### src/rtl/morse_player.sv
// Real-time Morse playback: plays up to five latched elements on `tone` with
// standard unit timing and signals completion with a busy/done handshake.
module morse_player #(
    parameter int UNIT_CYCLES = 12500000
) (
    input  logic       clk,
    input  logic       reset,
    input  logic       start,
    input  logic [4:0] morse,
    input  logic [4:0] mask,
    output logic       busy,
    output logic       done,
    output logic       tone,
    output logic       ponto,
    output logic       traco,
    output logic [2:0] elem_idx
);

    localparam int CW = $clog2(3 * UNIT_CYCLES + 1);
    // Counter is loaded with duration-1 so a state lasts exactly the loaded span.
    localparam logic [CW-1:0] C_UNIT = CW'(UNIT_CYCLES - 1);
    localparam logic [CW-1:0] C_TRIPLE = CW'(3 * UNIT_CYCLES - 1);

    typedef enum logic [2:0] {
        S_IDLE,
        S_MARK,
        S_SPACE,
        S_END_GAP,
        S_FINISH
    } state_t;

    state_t          r_state;
    state_t          w_state_nx;
    logic [CW-1:0]   r_cnt;
    logic [CW-1:0]   w_cnt_nx;
    logic [2:0]      r_idx;
    logic [2:0]      w_idx_nx;
    logic [2:0]      w_idx_dn;
    logic [4:0]      r_morse;
    logic [4:0]      r_mask;
    logic            w_latch;
    logic            w_dot_nx;
    logic            w_cnt_zero;
    logic            w_below_ok;
    logic            r_busy;
    logic            r_done;
    logic            r_tone;
    logic            r_ponto;
    logic            r_traco;

    assign w_idx_dn   = r_idx - 3'd1;
    assign w_cnt_zero = (r_cnt == '0);
    assign w_below_ok = (r_idx != 3'd0) && r_mask[w_idx_dn];

    always_comb begin
        w_state_nx = r_state;
        w_cnt_nx   = r_cnt;
        w_idx_nx   = r_idx;
        w_latch    = 1'b0;
        w_dot_nx   = r_morse[r_idx];
        case (r_state)
            S_IDLE: begin
                w_idx_nx = 3'd0;
                if (start) begin
                    w_latch = 1'b1;
                    if (mask[4]) begin
                        w_state_nx = S_MARK;
                        w_idx_nx   = 3'd4;
                        w_dot_nx   = morse[4];
                        w_cnt_nx   = morse[4] ? C_UNIT : C_TRIPLE;
                    end else begin
                        w_state_nx = S_FINISH;
                    end
                end
            end
            S_MARK: begin
                if (w_cnt_zero) begin
                    if (w_below_ok) begin
                        w_state_nx = S_SPACE;
                        w_cnt_nx   = C_UNIT;
                    end else begin
                        w_state_nx = S_END_GAP;
                        w_cnt_nx   = C_TRIPLE;
                    end
                end else begin
                    w_cnt_nx = r_cnt - CW'(1);
                end
            end
            S_SPACE: begin
                if (w_cnt_zero) begin
                    w_state_nx = S_MARK;
                    w_idx_nx   = w_idx_dn;
                    w_dot_nx   = r_morse[w_idx_dn];
                    w_cnt_nx   = r_morse[w_idx_dn] ? C_UNIT : C_TRIPLE;
                end else begin
                    w_cnt_nx = r_cnt - CW'(1);
                end
            end
            S_END_GAP: begin
                if (w_cnt_zero) begin
                    w_state_nx = S_FINISH;
                    w_idx_nx   = 3'd0;
                end else begin
                    w_cnt_nx = r_cnt - CW'(1);
                end
            end
            S_FINISH: begin
                w_state_nx = S_IDLE;
                w_idx_nx   = 3'd0;
            end
            default: begin
                w_state_nx = S_IDLE;
                w_idx_nx   = 3'd0;
            end
        endcase
    end

    // Outputs are registered from the next-state decode so they line up with the state.
    always_ff @(posedge clk) begin
        if (reset) begin
            r_state <= S_IDLE;
            r_cnt   <= '0;
            r_idx   <= 3'd0;
            r_busy  <= 1'b0;
            r_done  <= 1'b0;
            r_tone  <= 1'b0;
            r_ponto <= 1'b0;
            r_traco <= 1'b0;
        end else begin
            r_state <= w_state_nx;
            r_cnt   <= w_cnt_nx;
            r_idx   <= w_idx_nx;
            r_busy  <= (w_state_nx == S_MARK) || (w_state_nx == S_SPACE) ||
                       (w_state_nx == S_END_GAP);
            r_done  <= (w_state_nx == S_FINISH);
            r_tone  <= (w_state_nx == S_MARK);
            r_ponto <= (w_state_nx == S_MARK) && w_dot_nx;
            r_traco <= (w_state_nx == S_MARK) && !w_dot_nx;
        end
    end

    always_ff @(posedge clk) begin
        if (w_latch) begin
            r_morse <= morse;
            r_mask  <= mask;
        end
    end

    assign busy     = r_busy;
    assign done     = r_done;
    assign tone     = r_tone;
    assign ponto    = r_ponto;
    assign traco    = r_traco;
    assign elem_idx = r_idx;

endmodule

### config.mk
export PLATFORM = sky130hd
export DESIGN_NAME = morse_player
export DESIGN_NICKNAME = d
export VERILOG_FILES = /design/src/rtl/morse_player.sv
export SDC_FILE = /design/constraint.sdc
export NUM_CORES = 1
export LEC_CHECK = 0
export CORE_UTILIZATION = 45
export DETAILED_ROUTE_END_ITERATION = 16
export PLACE_DENSITY = 0.66
export SLEW_MARGIN = 15
export SYNTH_ARGS = -nofsm -noshare
export SYNTH_HDL_FRONTEND = slang
export SYNTH_SLANG_ARGS = --single-unit
### constraint.sdc
create_clock -name clk -period 5.33 [get_ports clk]
set_input_delay 0.7995 -clock clk [delete_from_list [all_inputs] [get_ports clk]]
set_output_delay 0.7995 -clock clk [all_outputs]
set_load 0.02 [all_outputs]
==> reports/metrics.yaml <==
h-tree-depth: 2
io_buffers: 20
cp.required_ns: 5.52
min-delay-start: "r_cnt[11]$_SDFFE_PP0P_"
clock_sinks: 47
ys_seq_elements: 47
clock_latency_ns: 0.30
power_density_mw_per_mm2: 295.0
r2r-end: "r_cnt[23]$_SDFFE_PP0P_"
cts_buffers: 5
r2r_setup_slack_ns: 2.19
grt_max_degree: 25
core_mm2: 0.005473
pin_count: 21
hold_path_end: "r_cnt[11]$_SDFFE_PP0P_"
start_kind: "register"
synth_edf_count: 10
setup_violations: 0
worst_pin_slew_ns: 0.8338
synthCells: 298
fin_skew_ns: 0.01463
crit_arrival_ns: 3.33
cts_tree: "yes"
hp-class: "register to register"
ys.flop_type: "dfxtp_1"
initial_core_util_pct: 46.66
drc: 0
track_usage_pct: 21.64
worstReg2RegStart: "elem_idx[0]$_SDFFE_PP0P_"
slew_headroom_pct: 43.98
die-area_mm2: 0.005980
worstSetupPathType: "register to register"
status: "completed"
wirelength_um: 5926
layout_commonest_cell: "nor2_1"
drv_cap: 0
cts_setup_buffers: 0
grt_pass1_wl_um: 10370
vias: 2264
clk_pin_slew_worst_paths_ns: 0.09
cp_max_fo: 10
rsz0062_at_grt: "no"
dr.pass1.iters: 4
clockBufferDepth: 2
cts.root.buffer_cell: "clkbuf_8"
final_cell_mix: "nor2_1 (40), dfxtp_1 (37), a21oi_1 (26)"
avgSynthCellArea_um2: 8.569
fillers: 522
post_route_cells_drive_above_1_share_pct: 6.070
layout.nets: 329
yosysWarnings: 0
die_x_um: 77.33
gp_congestion: 0.8464
cts_hold_buf: 0
area_delta_synth_final_pct: 12.94
hold_depth: 2
vias_per_cell: 5.881
core.rowCount: 27
finalHoldViolations: 0
fmax_mhz: 318.2
overflow: 0
hold_ws_ns: 0.5215
ant_nets: 0
rr_worst_depth: 9
cts_resized: 0
first_global_vias: 2136
async_reset_ff_share_pct: 0
finalCriticalPeriod_ns: 3.142
synth_nets: 315
netlist_area_mm2: 0.002554
yosysSeqAreaShare_pct: 40.76
ir_drop_mv: 0.1026
antenna_found_initial: 0
die_h_um: 77.33
detailed_place_hpwl_um: 4244
tns_ns: 0
ys_types: 53
finalMaxSlewViolations: 0
num_antenna_cells: 0
end_kind: "register"
fin_crit_sh_pct: 58.96
p_leak_nw: 1.016
drt_iter0_drc: 217
wl_per_cell_um: 15.39
flip-flops by register name (all words and copies together) (netlist names):
register  flops
traco         1
ponto         1
r_state       3
done          1
r_mask        5
tone          1
r_morse       5
busy          1
r_cnt        26
elem_idx      3
worst max-delay path by stage:
stage                              from                endpoint
2_1_floorplan  elem_idx[0]$_SDFFE_PP0P_   r_cnt[6]$_SDFFE_PP0P_
3_3_place_gp     r_cnt[17]$_SDFFE_PP0P_   r_cnt[9]$_SDFFE_PP0P_
3_5_place_dp     r_cnt[14]$_SDFFE_PP0P_   r_cnt[9]$_SDFFE_PP0P_
4_1_cts          r_cnt[14]$_SDFFE_PP0P_   r_cnt[9]$_SDFFE_PP0P_
5_1_grt        elem_idx[0]$_SDFFE_PP0P_  r_cnt[15]$_SDFFE_PP0P_
6_report       elem_idx[0]$_SDFFE_PP0P_  r_cnt[23]$_SDFFE_PP0P_
area by class of cell:
class | instances | area (um^2) | area share (%)
well taps | 72 | 90.09 | 3.124
multi-input cells | 225 | 1395 | 48.37
flip-flops and latches | 47 | 1041 | 36.10
repair buffers | 22 | 215.2 | 7.462
clock buffers | 8 | 101.3 | 3.514
inverters | 11 | 41.29 | 1.432
cell usage after synthesis (2+ instances only):
master / instances / area [um^2]
nor3b_1: 2 / 15.01
nor2_1: 40 / 150.1
o22ai_1: 2 / 12.51
dfxtp_1: 37 / 740.7
nand3_1: 6 / 30.03
nand4b_1: 4 / 35.03
or2_2: 3 / 18.77
a21oi_1: 26 / 130.1
o31ai_1: 2 / 15.01
a21boi_0: 3 / 22.52
a311oi_1: 9 / 78.83
mux2i_1: 3 / 30.03
clkbuf_1: 9 / 33.78
inv_1: 11 / 41.29
buf_2: 3 / 15.01
nor3_1: 16 / 80.08
nand2b_1: 5 / 31.28
edfxtp_1: 10 / 300.3
a31oi_1: 6 / 37.54
ha_1: 4 / 50.05
xnor2_1: 3 / 26.28
a211oi_1: 2 / 15.01
and2_1: 2 / 12.51
o32ai_1: 2 / 17.52
xor2_1: 8 / 70.07
o21bai_1: 2 / 15.01
o21ai_0: 9 / 45.04
buf_6: 3 / 33.78
and3_1: 2 / 12.51
o211a_1: 3 / 30.03
nand3b_1: 2 / 15.01
mux4_2: 2 / 45.04
nand2_1: 19 / 71.32
nor4_1: 11 / 68.82
nand4_1: 4 / 25.02
or3_1: 6 / 37.54
power by group:
group	internal [mW]	switching (mW)
logic	0.0775	0.109
clock network	0.122	0.117
registers	0.392	0.0331
total	0.591	0.260
worst max-delay path: stages, from the launching register on:
cell and delay, ns:
dfxtp_1 0.54, inv_1 0.17, ha_1 0.48, mux4_2 0.36, mux2i_1 0.43, nor3b_1 0.27, a31oi_1 0.07, o32ai_1 0.30
a21oi_1 0.21, o211a_1 0.21
logic make-up (layout without fill, tap and decap cells):
kind of cell | count (synthesis) | after routing | synth area share [%]
mux | 5 | 5 | 2.940
simple gates | 129 | 129 | 26.07
compound gates | 76 | 76 | 19.65
buf+inv | 26 | 41 | 4.850
fa+ha+maj | 4 | 4 | 1.960
xor+xnor | 11 | 11 | 3.773
flops | 47 | 47 | 40.76
metal layers:
metal / global-route usage (%) / vias up / wire length [um]
li1: - / 1135 / -
met3: 3.647 / 7 / 265
met1: 30.48 / 1070 / 2870
met5: 0 / - / 0
met2: 33.63 / 52 / 2730
met4: 6.792 / 0 / 60
metrics by stage:
step                std cells  instance area (um^2)  worst slack [ns]  utilization [%]  power (mW)
global route              385                  2884             1.856            52.70      0.9006
CTS                       385                  2884             1.932            52.70      0.8542
finish                    385                  2884             2.188            52.70      0.8508
detailed placement        377                  2783             1.930            50.85      0.6171
global placement          377                  2783             2.021            50.85      0.6149
floorplan                 298                  2554             2.310                -      0.5661
(Power assumes the default switching activity.)
